==> config.mk <==
export PLATFORM = sky130hd
export DESIGN_NAME = ft245_sff_responder
export DESIGN_NICKNAME = d
export VERILOG_FILES = /design/src/rtl/ft245_pkg.sv /design/src/rtl/sync_fifo_fwft.sv /design/src/rtl/ft245_sff_responder.sv
export SDC_FILE = /design/constraint.sdc
export NUM_CORES = 1
export LEC_CHECK = 0
export ABC_AREA = 1
export CORE_MARGIN = 2
export CORE_UTILIZATION = 35
export CTS_BUF_LIST = sky130_fd_sc_hd__clkbuf_4 sky130_fd_sc_hd__clkbuf_8
export CTS_CLUSTER_DIAMETER = 120
export CTS_CLUSTER_SIZE = 20
export DETAILED_ROUTE_END_ITERATION = 8
export HOLD_SLACK_MARGIN = 0.05
export SETUP_SLACK_MARGIN = 0.1
export SYNTH_ARGS = -nofsm -noshare
export SYNTH_HDL_FRONTEND = slang
export SYNTH_SLANG_ARGS = --single-unit
==> constraint.sdc <==
create_clock -name Clk -period 3.6 [get_ports Clk]
set_input_delay 0.72 -clock Clk [delete_from_list [all_inputs] [get_ports Clk]]
set_output_delay 0.72 -clock Clk [all_outputs]
set_load 0.01 [all_outputs]
==> src/rtl/ft245_pkg.sv <==
`default_nettype none
// ============================================================================
// Module   : ft245_pkg
// Purpose  : Shared types and constants for the FT245 sync-FIFO responder.
// Revision : 1.0 - initial release
// ============================================================================
package ft245_pkg;

    typedef logic [7:0] byte_t;

    localparam int   DEFAULT_DEPTH = 16;
    localparam logic ACTIVE_LOW    = 1'b0;

endpackage : ft245_pkg
`default_nettype wire

==> src/rtl/sync_fifo_fwft.sv <==
`default_nettype none
// ============================================================================
// Module   : sync_fifo_fwft
// Purpose  : Single-clock first-word-fall-through FIFO with occupancy output.
// Revision : 1.0 - initial release
// ============================================================================
module sync_fifo_fwft #(
    parameter int DEPTH = 16,
    parameter int WIDTH = 8
) (
    input  logic                     clk,
    input  logic                     rst,
    input  logic                     wr_en,
    input  logic [WIDTH-1:0]         wr_data,
    input  logic                     rd_en,
    output logic [WIDTH-1:0]         rd_data,
    output logic [$clog2(DEPTH):0]   level,
    output logic                     full,
    output logic                     empty
);

    localparam int          AW          = $clog2(DEPTH);
    localparam logic [AW:0] C_FULL_LVL  = (AW+1)'(DEPTH);

    logic [WIDTH-1:0] r_mem_q [DEPTH];
    logic [AW-1:0]    r_wr_ptr_q, w_wr_ptr_d;
    logic [AW-1:0]    r_rd_ptr_q, w_rd_ptr_d;
    logic [AW:0]      r_level_q,  w_level_d;
    logic             w_do_wr, w_do_rd;

    assign full    = (r_level_q == C_FULL_LVL);
    assign empty   = (r_level_q == '0);
    assign level   = r_level_q;
    assign rd_data = r_mem_q[r_rd_ptr_q];

    // Requests are self-gated so a caller can never overrun or underrun.
    always_comb begin
        w_do_wr    = wr_en & ~full;
        w_do_rd    = rd_en & ~empty;
        w_wr_ptr_d = r_wr_ptr_q;
        w_rd_ptr_d = r_rd_ptr_q;
        w_level_d  = r_level_q;
        if (w_do_wr) w_wr_ptr_d = r_wr_ptr_q + AW'(1);
        if (w_do_rd) w_rd_ptr_d = r_rd_ptr_q + AW'(1);
        case ({w_do_wr, w_do_rd})
            2'b10:   w_level_d = r_level_q + (AW+1)'(1);
            2'b01:   w_level_d = r_level_q - (AW+1)'(1);
            default: w_level_d = r_level_q;
        endcase
    end

    always_ff @(posedge clk) begin
        if (rst) begin
            r_wr_ptr_q <= '0;
            r_rd_ptr_q <= '0;
            r_level_q  <= '0;
        end else begin
            r_wr_ptr_q <= w_wr_ptr_d;
            r_rd_ptr_q <= w_rd_ptr_d;
            r_level_q  <= w_level_d;
        end
    end

    always_ff @(posedge clk) begin
        if (w_do_wr) r_mem_q[r_wr_ptr_q] <= wr_data;
    end

endmodule : sync_fifo_fwft
`default_nettype wire

==> src/rtl/ft245_sff_responder.sv <==
`default_nettype none
// ============================================================================
// Module   : ft245_sff_responder
// Purpose  : FT245 sync-FIFO device-side responder with RX/TX buffering and
//            sticky initiator protocol-violation detection.
// Revision : 1.0 - initial release
// ============================================================================
module ft245_sff_responder
    import ft245_pkg::*;
#(
    parameter int DEPTH = DEFAULT_DEPTH,
    parameter int AW    = $clog2(DEPTH)
) (
    input  logic        Clk,
    input  logic        ARst,
    input  logic        HRxValid,
    input  logic [7:0]  HRxData,
    output logic        HRxReady,
    output logic        HTxValid,
    output logic [7:0]  HTxData,
    input  logic        HTxReady,
    output logic        RXFn,
    output logic        TXEn,
    input  logic        RDn,
    input  logic        WRn,
    input  logic        OEn,
    output logic [7:0]  DOut,
    output logic        DOe,
    input  logic [7:0]  DIn,
    output logic [AW:0] RxLevel,
    output logic [AW:0] TxLevel,
    output logic        ProtoErr
);

    logic  r_in_rst_q;
    logic  r_proto_err_q, w_proto_err_d;
    logic  w_rx_full, w_rx_empty, w_tx_full, w_tx_empty;
    logic  w_rd_req, w_wr_req;
    logic  w_rx_push, w_rx_pop, w_tx_push, w_tx_pop;
    byte_t w_rx_head, w_tx_head;

    // Flags are forced inactive from a registered copy of reset so that no
    // input reaches an output combinationally (DOe excepted).
    assign RXFn     = w_rx_empty | r_in_rst_q;
    assign TXEn     = w_tx_full  | r_in_rst_q;
    assign HRxReady = ~w_rx_full  & ~r_in_rst_q;
    assign HTxValid = ~w_tx_empty & ~r_in_rst_q;
    assign DOut     = w_rx_head;
    assign HTxData  = w_tx_head;
    assign DOe      = ~OEn;
    assign ProtoErr = r_proto_err_q;

    always_comb begin
        w_rd_req  = (RDn == ACTIVE_LOW);
        w_wr_req  = (WRn == ACTIVE_LOW);
        w_rx_push = HRxValid & HRxReady;
        w_tx_pop  = HTxValid & HTxReady;
        w_rx_pop  = w_rd_req & ~w_wr_req & ~RXFn;
        w_tx_push = w_wr_req & ~w_rd_req & ~TXEn;

        w_proto_err_d = r_proto_err_q;
        if ((w_rd_req & w_wr_req) |
            (w_rd_req & RXFn)     |
            (w_wr_req & TXEn)     |
            (w_rx_pop & OEn))
            w_proto_err_d = 1'b1;
    end

    always_ff @(posedge Clk) begin
        r_in_rst_q <= ARst;
        if (ARst) r_proto_err_q <= 1'b0;
        else      r_proto_err_q <= w_proto_err_d;
    end

    sync_fifo_fwft #(.DEPTH(DEPTH), .WIDTH(8)) u_rx_fifo (
        .clk     (Clk),
        .rst     (ARst),
        .wr_en   (w_rx_push),
        .wr_data (HRxData),
        .rd_en   (w_rx_pop),
        .rd_data (w_rx_head),
        .level   (RxLevel),
        .full    (w_rx_full),
        .empty   (w_rx_empty)
    );

    sync_fifo_fwft #(.DEPTH(DEPTH), .WIDTH(8)) u_tx_fifo (
        .clk     (Clk),
        .rst     (ARst),
        .wr_en   (w_tx_push),
        .wr_data (DIn),
        .rd_en   (w_tx_pop),
        .rd_data (w_tx_head),
        .level   (TxLevel),
        .full    (w_tx_full),
        .empty   (w_tx_empty)
    );

endmodule : ft245_sff_responder
`default_nettype wire

==> impl_summary.log, run 1 <==
INFO  metric synth.lib_cells_used.distinct = 36
INFO  metric vdd_drop_max = 0.000201 V
INFO  metric worst_hold_path_type = reg -> reg
INFO  metric run_status = finished, final reports clean
INFO  metric finalSetupViolations = 0
INFO  metric cts_tree = yes
INFO  metric finish.instance_area = 13,700 um2
INFO  metric timing.clock.skew = 0.0171 ns
INFO  metric worst_ep_required_time = 2.88 ns
INFO  metric crit_path_top_delay_cell = clkdlybuf4s50_1
INFO  metric worst_hold_path.num_cells = 1
INFO  metric grt_start_max_net_pins = 49
INFO  metric dp_hpwl = 17.0 mm
INFO  metric routed_wirelength = 26.7 mm
INFO  metric final.setup.worst_slack = 0.231 ns
INFO  metric tritoncts_num_sinks = 292
INFO  metric rows = 68
INFO  metric worstPathMaxFanout = 32
INFO  metric finalWorstPathRequiredPeriod = 3.37 ns
INFO  metric rsz0062_at_grt = yes
INFO  metric synth_fp_nets = 991
INFO  metric tritoncts.num_buffers = 18
INFO  metric ctsLongestPathBuffers = 3
INFO  metric drt_iter0_markers = 593
INFO  metric critical_setup_path_kind = reg -> out
INFO  metric buffer_ports.inserted = 54
INFO  metric synth_top_area_cell = edfxtp_1
INFO  metric timing.setup.tns = 0 ns
INFO  metric slew_viol_final = 0
INFO  metric layout_common_cells = edfxtp_1 (256), inv_1 (102), o21ai_0 (91)
INFO  metric total_of_hold_buffers_inserted_after_clock_tree_synthesis = 0
INFO  metric globalRouteTotalUtil = 14.7%
INFO  metric critical_path.cell_chain = clkinvlp_4 > o211ai_1 > o211ai_1 > nand2_1 > clkdlybuf4s50_1
INFO  metric arrival = 2.65 ns
INFO  metric max_slew.worst_pin.slew = 0.808 ns
INFO  metric drive_above_1_share = 7.84%
INFO  metric clock_tree.root_cell = clkbuf_8
INFO  metric timing.fmax = 0.297 GHz
INFO  metric sort_of_element_at_the_start_of_the_critical_path = flip-flop
INFO  metric postSynthAreaPerCell = 12.7 um2
INFO  metric yosysSeqAreaShare = 69.4%
INFO  metric ys_ff_latch = 292
INFO  metric ys_top_cells_by_area = edfxtp_1 (63%), dfxtp_1 (5.9%), mux2i_1 (5.3%)
INFO  metric crit-reg2reg-launch = u_tx_fifo.level[0]$_SDFFE_PP0P_
INFO  metric timing.hold.ws = 0.499 ns
INFO  metric netlist_instances = 951
INFO  metric grt_overflow = 0
INFO  metric horizontal_die_dimension = 190 um
INFO  metric synth.top_cell.area_share = 63.4%
INFO  metric die_height = 190 um
INFO  metric final.period_utilization = 93.6%
INFO  metric global_route_wire_length_before_repair = 41.2 mm
INFO  metric detailed_route_wire_length_per_cell = 18.1 um
INFO  metric clkLatencyLatePin = 0.54 ns
INFO  metric filler_cell_count = 3,186
INFO  metric seq_area = 8420 um2
INFO  metric cts.clk_slew.worst_paths = 0.12 ns
INFO  metric powerDensity = 442 nW/um2
INFO  metric static_leakage = 4.62 nW
INFO  metric postRouteAntennaNets = 0
INFO  metric multiInputGateArea = 3110 um2
INFO  metric power = 6.05 mW
INFO  metric timing.final.hold_violations = 0
INFO  metric reg2reg_to = u_tx_fifo.level[4]$_SDFFE_PP0P_
INFO  metric floorplan.initialDensity = 35.4%
INFO  metric post-place-ws = 0.622 ns
INFO  metric critical_path.most_common_cell = o211ai_1
INFO  metric route.detailed.drc = 0
INFO  metric clock_tree.htree_level_count = 1
INFO  metric critical_path_max_stage_delay = 0.55 ns
INFO  metric nets = 1,048
INFO  metric launch_instance_of_the_worst_min_delay_path = u_tx_fifo.r_rd_ptr_q[2]$_SDFFE_PP0N_
INFO  metric core = 34,300 um2
INFO  metric ff2ff_path_depth = 16
INFO  metric timing.critical_path.to_type = output port
INFO  metric cap_violations = 0
INFO  metric synthesis.area = 12,100 um2
INFO  metric place.gp.congestion = 0.781
INFO  metric ios = 55
INFO  metric most_common_cell_after_layout_fill_and_taps_aside = edfxtp_1
INFO  metric avgViaCountPerCell = 4.93
INFO  metric ys_warns = 0
INFO  metric grt_antenna_before_repair = 0
INFO  metric reg2reg_slack = 0.82 ns
INFO  metric placed_area = 13,300 um2
INFO  metric drt_pass1_iterations = 5
INFO  metric via_count_of_the_first_global_routing_pass = 7,106
INFO  metric area_growth_syn_to_layout = 12.8%
INFO  metric slew-limit-headroom = 45.9%
INFO  metric route.vias.total = 7,272
INFO  metric n_antenna_cell = 0
INFO  metric dieArea = 36,100 um2
worst max-delay path by stage:
stage / from / to / slack, ns / cells past startpoint
6_report: flip-flop / HTxData[5] / 0.23 / 5
5_1_grt: flip-flop / HTxData[5] / 0.05 / 7
4_1_cts: flip-flop / HTxData[1] / 0.13 / 5
3_5_place_dp: HTxReady / u_tx_fifo.level[4]$_SDFFE_PP0P_ / 0.62 / 13
3_3_place_gp: flip-flop / HTxData[5] / 0.66 / 6
2_1_floorplan: u_tx_fifo.level[0]$_SDFFE_PP0P_ / u_tx_fifo.level[4]$_SDFFE_PP0P_ / 1.14 / 16
worst max-delay path, delay by kind of cell, from the launching register on:
kind | cells | cell delay (ns)
buf+inv | 2 | 1.02
compound gates | 2 | 0.58
flops | 1 | 0.37
simple gates | 1 | 0.14
layer usage:
metal | track usage, % | part of all wire (%)
met5 | 0 | 0
met4 | 2.95 | 1.6
met3 | 2.12 | 5.1
met2 | 25.2 | 49
met1 | 20.0 | 44
area by class of cell:
class	instances	area share, %
clock inverters	1	0.0640
flip-flops and latches	292	61.5
well taps	455	4.16
clock buffers	31	2.57
repair buffers	82	5.88
multi-input cells	505	22.7
repair inverters	1	0.0549
inverters	108	3.02
cell families after synthesis:
kind of cell	count (synthesis)	synth area share, %
compound gates	250	11.8
xor+xnor	10	0.723
fa+ha+maj	17	1.75
buf+inv	154	5.02
flops	292	69.4
mux	64	5.28
simple gates	164	6.11
report_power, final:
group / switching, mW / internal, mW
clock network: 0.997 / 0.626
logic: 0.373 / 0.278
registers: 0.0607 / 3.71
state kept, by name, indices dropped and copies added (netlist names), named ones only:
signal / flops
ProtoErr: 1
r_in_rst_q: 1
u_rx_fifo.level: 5
u_rx_fifo.r_mem_q: 128
u_rx_fifo.r_rd_ptr_q: 4
u_rx_fifo.r_wr_ptr_q: 4
u_tx_fifo.level: 5
u_tx_fifo.r_mem_q: 128
u_tx_fifo.r_rd_ptr_q: 4
u_tx_fifo.r_wr_ptr_q: 4
metrics by stage:
step	std cells	utilization, %
floorplan	951	-
detailed placement	1439	38.6
global placement	1439	38.6
finish	1475	39.9
CTS	1472	39.8
global route	1475	39.9
cells in the mapped netlist (all sizes together):
| master | instances |
|---|---|
| edfxtp | 256 |
| inv | 107 |
| o21ai | 92 |
| a21oi | 89 |
| nand2 | 72 |
| mux2i | 64 |
| o211ai | 64 |
| nor2 | 51 |
| dfxtp | 36 |
| nand3 | 32 |
| clkbuf | 28 |
| buf | 18 |
| ha | 17 |
| xor2 | 8 |
| a31oi | 3 |
| nand4 | 3 |
| nor3 | 3 |
| nor4 | 2 |
| xnor2 | 2 |
| a21o | 1 |
| and3 | 1 |
| clkinv | 1 |
| o221ai | 1 |
what timing repair did:
item                       in CTS  in global routing
setup buffers                   1                  2
setup endpoints to repair       4                 12
pin swaps                       0                  4
cloned                          0                  1
resized for setup               1                  6
Note: power is estimated with default switching activity, not from simulation.
==> run 2: changes to the inputs <==
--- a/config.mk
+++ b/config.mk
@@ -8,12 +8,12 @@
 export ABC_AREA = 1
 export CORE_MARGIN = 2
 export CORE_UTILIZATION = 35
-export CTS_BUF_LIST = sky130_fd_sc_hd__clkbuf_4 sky130_fd_sc_hd__clkbuf_8
 export CTS_CLUSTER_DIAMETER = 120
 export CTS_CLUSTER_SIZE = 20
 export DETAILED_ROUTE_END_ITERATION = 8
 export HOLD_SLACK_MARGIN = 0.05
-export SETUP_SLACK_MARGIN = 0.1
+export SETUP_SLACK_MARGIN = 0.5
 export SYNTH_ARGS = -nofsm -noshare
 export SYNTH_HDL_FRONTEND = slang
 export SYNTH_SLANG_ARGS = --single-unit
+export TNS_END_PERCENT = 50
==> impl_summary.log, run 2 (synthesis gave the netlist of run 1 again) <==
INFO  metric cts_tree = yes
INFO  metric drive_above_1_share = 9.13%
INFO  metric drt_pass1_iterations = 5
INFO  metric grt_start_max_net_pins = 49
INFO  metric place.gp.congestion = 0.781
INFO  metric clock_tree.htree_level_count = 1
INFO  metric grt_antenna_before_repair = 0
INFO  metric timing.clock.skew = 0.0168 ns
INFO  metric nets = 1,068
INFO  metric timing.setup.tns = 0 ns
INFO  metric worst_ep_required_time = 2.88 ns
INFO  metric drt_iter0_markers = 648
INFO  metric dp_hpwl = 17.0 mm
INFO  metric rows = 68
INFO  metric n_antenna_cell = 0
INFO  metric slew-limit-headroom = 46.5%
INFO  metric tritoncts_num_sinks = 292
INFO  metric finalWorstPathRequiredPeriod = 3.10 ns
INFO  metric grt_overflow = 0
INFO  metric final.period_utilization = 86.0%
INFO  metric clkLatencyLatePin = 0.50 ns
INFO  metric route.detailed.drc = 0
INFO  metric max_slew.worst_pin.slew = 0.800 ns
INFO  metric layout_top_registers = u_rx_fifo.r_mem_q (128), u_tx_fifo.r_mem_q (128)
INFO  metric most_common_cell_after_layout_fill_and_taps_aside = edfxtp_1
INFO  metric finalCoreUtilization = 41.2%
INFO  metric cts.clk_slew.worst_paths = 0.08 ns
INFO  metric globalRouteTotalUtil = 15.2%
INFO  metric arrival = 2.38 ns
INFO  metric seq_area = 8420 um2
INFO  metric tritoncts.num_buffers = 18
INFO  metric global_route_wire_length_before_repair = 42.5 mm
INFO  metric routed_wirelength = 27.8 mm
INFO  metric worstPathMaxFanout = 23
INFO  metric area_growth_syn_to_layout = 16.6%
INFO  metric via_count_of_the_first_global_routing_pass = 7,269
INFO  metric detailed_route_wire_length_per_cell = 18.6 um
INFO  metric timing.critical_path.to_type = output port
INFO  metric rsz0062_at_grt = yes
INFO  metric horizontal_die_dimension = 190 um
INFO  metric route.vias.total = 7,490
INFO  metric avgViaCountPerCell = 5.01
INFO  metric core = 34,300 um2
INFO  metric powerDensity = 462 nW/um2
INFO  metric die_height = 190 um
INFO  metric cap_violations = 0
INFO  metric ios = 55
INFO  metric buffer_ports.inserted = 54
INFO  metric postRouteAntennaNets = 0
INFO  metric finalSetupViolations = 0
INFO  metric static_leakage = 4.83 nW
INFO  metric multiInputGateArea = 3130 um2
INFO  metric timing.fmax = 0.323 GHz
INFO  metric vdd_drop_max = 0.000273 V
INFO  metric filler_cell_count = 3,157
INFO  metric worst_hold_path_type = reg -> reg
INFO  metric timing.final.hold_violations = 0
INFO  metric dieArea = 36,100 um2
INFO  metric critical_setup_path_kind = reg -> out
INFO  metric floorplan.initialDensity = 35.4%
INFO  metric run_status = finished, final reports clean
INFO  metric layout_common_cells = edfxtp_1 (256), inv_1 (101), o21ai_0 (89)
INFO  metric ctsLongestPathBuffers = 3
INFO  metric slew_viol_final = 0
INFO  metric sort_of_element_at_the_start_of_the_critical_path = flip-flop
INFO  metric clock_tree.root_cell = clkbuf_16
-- run 2: changes by cell type in the layout (fill, tap and decap cells not counted), sizes merged --
cell           before  now
dlygate4sd2         0    1
clkdlybuf4s50      52   48
clkinvlp            3    6
clkbuf             31   32
bufbuf              0    1
dlymetal6s2s        2    5
buf                28   44
inv               106  105
-- run 2: cell type report --
class                      instances  share of cell area [%]
timing repair buffer             100                    7.47
clock inverter                     1                  0.0620
inverter                         108                    2.95
timing repair inverter             3                   0.142
sequential                       292                    59.6
multi-input combinational        505                    22.1
clock buffer                      31                    3.68
tap                              455                    4.03
-- run 2: worst paths after layout --
| kind | from | endpoint | slack (ns) | depth (start not counted) |
|---|---|---|---|---|
| hold reg to reg | u_rx_fifo.r_rd_ptr_q[0]$_SDFFE_PP0P_ | flip-flop | 0.50 | 2 |
| setup reg to reg | u_tx_fifo.level[0]$_SDFFE_PP0P_ | u_tx_fifo.level[4]$_SDFFE_PP0P_ | 0.82 | 16 |
| setup / recovery | flip-flop | HTxData[7] | 0.50 | 6 |
| hold / removal | u_rx_fifo.r_rd_ptr_q[0]$_SDFFE_PP0P_ | flip-flop | 0.50 | 2 |
-- run 2: power breakdown --
part | leakage [nW] | total (mW) | internal [mW] | switching (mW)
sequential | 2.60 | 3.76 | 3.71 | 0.0501
clock | 0.253 | 2.05 | 0.996 | 1.06
combinational | 1.98 | 0.721 | 0.317 | 0.404
total | 4.83 | 6.54 | 5.03 | 1.51
-- run 2: worst max-delay path: stages (launching register included) --
cell and delay, ns:
dfxtp_1 0.34, buf_6 0.23, clkinvlp_2 0.32, o211ai_1 0.23
nand3_1 0.12, nand2_1 0.09, clkdlybuf4s50_1 0.53
-- run 2: per-stage QoR --
| stage | setup WS, ns | area (um2) | power, mW | std cells | hold slack [ns] |
|---|---|---|---|---|---|
| floorplan | 1.14 | 12100 | 4.21 | 951 | 0.458 |
| global placement | 0.662 | 13300 | 4.49 | 1439 | 0.467 |
| detailed placement | 0.622 | 13300 | 4.50 | 1439 | 0.485 |
| CTS | 0.500 | 14000 | 6.59 | 1491 | 0.500 |
| global route | 0.418 | 14100 | 6.78 | 1495 | 0.522 |
| finish | 0.502 | 14100 | 6.54 | 1495 | 0.497 |
-- run 2: routing by layer --
| layer | global-route usage [%] | vias up | share of wire, % |
|---|---|---|---|
| li1 | - | 3581 | - |
| met1 | 20.7 | 3712 | 45 |
| met4 | 3.43 | 0 | 1.6 |
| met5 | 0 | - | 0 |
| met3 | 2.25 | 31 | 4.9 |
| met2 | 25.8 | 166 | 49 |
-- run 2: timing repair --
item,in CTS,in global routing
gates cloned,3,2
pin swaps,2,0
buffers inserted,17,2
resized for setup,17,16
setup endpoints to repair,16,15
endpoints found under the hold margin,0,0
hold buffers,0,0
==> run 3: changes to the inputs <==
--- a/config.mk
+++ b/config.mk
@@ -7,7 +7,7 @@
 export LEC_CHECK = 0
 export ABC_AREA = 1
 export CORE_MARGIN = 2
-export CORE_UTILIZATION = 35
+export CORE_UTILIZATION = 30
 export CTS_CLUSTER_DIAMETER = 120
 export CTS_CLUSTER_SIZE = 20
 export DETAILED_ROUTE_END_ITERATION = 8
@@ -15,5 +15,6 @@
 export SETUP_SLACK_MARGIN = 0.5
 export SYNTH_ARGS = -nofsm -noshare
 export SYNTH_HDL_FRONTEND = slang
+export SYNTH_HIERARCHICAL = 1
 export SYNTH_SLANG_ARGS = --single-unit
 export TNS_END_PERCENT = 50
==> impl_summary.log, run 3 <==
INFO  metric most_common_cell_after_layout_fill_and_taps_aside = edfxtp_1
INFO  metric post_synth_and_or_nand_nor_area_fraction = 7.31%
INFO  metric clkLatencyLatePin = 0.51 ns
INFO  metric avgViaCountPerCell = 4.71
INFO  metric synth_fa_ha_area_share = 1.63%
INFO  metric launch_instance_of_the_worst_min_delay_path = u_tx_fifo/r_wr_ptr_q[2]$_SDFFE_PP0P_
INFO  metric synth_top_family_by_area = compound AO/OA/AOI/OAI gates
INFO  metric layoutNonFillerInstCount = 1,602
INFO  metric synth_fp_nets = 1,016
INFO  metric static_leakage = 4.90 nW
INFO  metric nets = 1,097
INFO  metric reg2reg_slack = 0.95 ns
INFO  metric layout_top_registers = u_rx_fifo/r_mem_q (128), u_tx_fifo/r_mem_q (128)
INFO  metric tritoncts.num_buffers = 18
INFO  metric yosysSeqAreaShare = 68.3%
INFO  metric postSynthAreaPerCell = 12.6 um2
INFO  metric finalWorstPathRequiredPeriod = 3.13 ns
INFO  metric powerDensity = 463 nW/um2
INFO  metric cts.clk_slew.worst_paths = 0.08 ns
INFO  metric detailed_route_wire_length_per_cell = 16.8 um
INFO  metric ys_warns = 6
INFO  metric synthesis.area = 12,300 um2
INFO  metric max_slew.worst_pin.slew = 0.776 ns
INFO  metric netlist_instances = 977
INFO  metric numPlacedInstances = 1,555
INFO  metric grt_start_max_net_pins = 48
INFO  metric drt_pass1_iterations = 4
INFO  metric timing.fmax = 0.320 GHz
INFO  metric seq_power_share = 57.0%
INFO  metric worst_ep_required_time = 2.88 ns
INFO  metric synth_flop_cell = edfxtp_1
INFO  metric finalCoreUtilization = 35.2%
INFO  metric floorplan.initialDensity = 30.3%
INFO  metric sort_of_element_at_the_start_of_the_critical_path = flip-flop
INFO  metric via_count_of_the_first_global_routing_pass = 7,375
INFO  metric cts_tree = yes
INFO  metric reg2reg_to = u_tx_fifo/r_mem_q[0][6]$_DFFE_PP_
INFO  metric post_synth_xor_area_fraction = 0.712%
INFO  metric async_set_reset_flop_share_out_of_synthesis = 0%
INFO  metric route.vias.total = 7,539
INFO  metric power.internal = 5.05 mW
INFO  metric timing.critical_path.to_type = output port
INFO  metric route.detailed.drc = 0
INFO  metric timing.setup.tns = 0 ns
INFO  metric final.period_utilization = 86.9%
INFO  metric die_height = 207 um
INFO  metric routed_wirelength = 26.9 mm
INFO  metric vdd_drop_max = 0.000265 V
INFO  metric grt_antenna_before_repair = 0
INFO  metric post_synth_mux_area_share = 5.21%
INFO  metric power = 6.63 mW
INFO  metric synth_most_common_cell = edfxtp_1
INFO  metric clock_tree.htree_level_count = 1
INFO  metric buffer_ports.inserted = 54
INFO  metric layout_common_cells = edfxtp_1 (256), inv_1 (119), o21ai_0 (84)
INFO  metric slew-limit-headroom = 48.1%
INFO  metric ys_top_cells_by_area = edfxtp_1 (62%), dfxtp_1 (5.9%), mux2i_1 (5.2%)
INFO  metric synth.lib_cells_used.distinct = 35
INFO  metric worst_hold_path.num_cells = 2
INFO  metric core = 40,600 um2
INFO  metric whs_endpoint = u_tx_fifo/r_wr_ptr_q[2]$_SDFFE_PP0P_
INFO  metric arrival = 2.41 ns
INFO  metric timing.final.hold_violations = 0
INFO  metric grt_overflow = 0
INFO  metric ff2ff_path_depth = 10
INFO  metric synth_top_cells_by_count = edfxtp_1 (256), inv_1 (120), o21ai_0 (85), a21oi_1 (77)
INFO  metric horizontal_die_dimension = 207 um
INFO  metric synth_top_area_cell = edfxtp_1
INFO  metric drive_above_1_share = 9.35%
INFO  metric worst_hold_path_type = reg -> reg
INFO  metric timing.clock.skew = 0.0161 ns
INFO  metric power.switching_fraction = 23.8%
INFO  metric drt_iter0_markers = 712
INFO  metric dieArea = 42,600 um2
INFO  metric p_switching = 1.57 mW
INFO  metric rsz0062_at_grt = yes
INFO  metric finalSetupViolations = 0
INFO  metric clock_tree.root_cell = clkbuf_16
INFO  metric comb_power_share = 12.1%
INFO  metric area_growth_syn_to_layout = 16.4%
INFO  metric dp_hpwl = 16.9 mm
INFO  metric worstPathMaxFanout = 17
INFO  metric synth_compound_area_share = 11.1%
INFO  metric ctsLongestPathBuffers = 3
INFO  metric rows = 74
INFO  metric crit-reg2reg-launch = u_tx_fifo/level[1]$_SDFFE_PP0P_
INFO  metric cap_violations = 0
INFO  metric tritoncts_num_sinks = 292
INFO  metric n_antenna_cell = 0
INFO  metric ys_ff_latch = 292
INFO  metric critical_setup_path_kind = reg -> out
INFO  metric run_status = finished, final reports clean
INFO  metric slew_viol_final = 0
INFO  metric synth-edff-count = 256
INFO  metric ios = 55
INFO  metric global_route_wire_length_before_repair = 41.6 mm
INFO  metric synth.top_cell.area_share = 62.5%
INFO  metric power.clock.fraction = 31.0%
INFO  metric postRouteAntennaNets = 0
INFO  metric place.gp.congestion = 0.781
INFO  metric globalRouteTotalUtil = 12.6%
run 3: changes by cell type in the layout (fill, tap and decap cells not counted), sizes merged, moves of 5 or more:
cell,change
a21oi,-12
buf,+9
clkinvlp,-5
inv,+18
nand2,-9
nand3,+5
nand4,+5
nor2,+17
nor3b,+9
run 3: area by class of cell:
cell class	instances	area, um2
clock buffers	31	520
clock inverters	1	8.76
fillers	3880	26300
inverters	124	474
multi-input cells	515	3200
flip-flops and latches	292	8420
well taps	532	666
repair buffers	107	1030
run 3: power groups by stage:
| stage | Combinational (mW) | Sequential [mW] | Clock, mW |
|---|---|---|---|
| 3_3_place_gp | 0.743 | 3.88 | 0 |
| 4_1_cts | 0.812 | 3.78 | 2.13 |
| 6_report | 0.800 | 3.77 | 2.05 |
| 2_1_floorplan | 0.457 | 3.85 | 0 |
| 3_5_place_dp | 0.751 | 3.88 | 0 |
| 5_1_grt | 0.888 | 3.78 | 2.23 |
run 3: through the flow:
step / worst slack, ns / hold WS, ns / cell area (um2)
4_1_cts: 0.414 / 0.496 / 14300
6_report: 0.472 / 0.502 / 14300
3_3_place_gp: 0.610 / 0.486 / 13600
2_1_floorplan: 1.18 / 0.465 / 12300
5_1_grt: 0.302 / 0.541 / 14300
3_5_place_dp: 0.541 / 0.483 / 13600
run 3: cell families (layout without fill, tap and decap cells):
kind of cell               count (synthesis)  after routing
xor gates and xnor gates                  10             10
muxes                                     64             64
buffers and inverters                    170            263
adders and majority gates                 16             16
AOI/OAI and AO/OA                        235            235
DFF                                      292            292
and+or+nand+nor                          190            190
run 3: worst max path at each step:
stage / end / cells after the start
6_report: DOut[5] / 8
3_3_place_gp: u_tx_fifo/r_mem_q[0][5]$_DFFE_PP_ / 7
3_5_place_dp: u_tx_fifo/r_mem_q[9][4]$_DFFE_PP_ / 7
4_1_cts: DOut[1] / 8
5_1_grt: HTxData[0] / 8
2_1_floorplan: u_tx_fifo/level[4]$_SDFFE_PP0P_ / 18
run 3: timing repair:
| action | 4_1_cts | 5_1_grt |
|---|---|---|
| pin swaps | 2 | 1 |
| resized for setup | 13 | 6 |
| buffers inserted | 15 | 0 |
| hold buffers | 0 | 0 |
| setup endpoints to repair | 16 | 12 |
run 3: critical path: stages (launching register included):
cell and delay [ns]:
dfxtp_4 0.39, buf_4 0.15, buf_6 0.15, a21oi_1 0.13, o21ai_0 0.13, o211ai_1 0.14, nand3_1 0.15, nand2_1 0.11
clkdlybuf4s50_1 0.53
run 3: metal layers:
| layer | part of all wire [%] | wire length (um) | GRT usage (%) | vias to the layer above |
|---|---|---|---|---|
| met5 | 0 | 0 | 0 | - |
| met4 | 1.5 | 392 | 2.91 | 0 |
| met3 | 4.6 | 1240 | 1.64 | 23 |
| met2 | 47 | 12800 | 21.0 | 149 |
| met1 | 46 | 12500 | 17.5 | 3696 |
| li1 | - | - | - | 3671 |
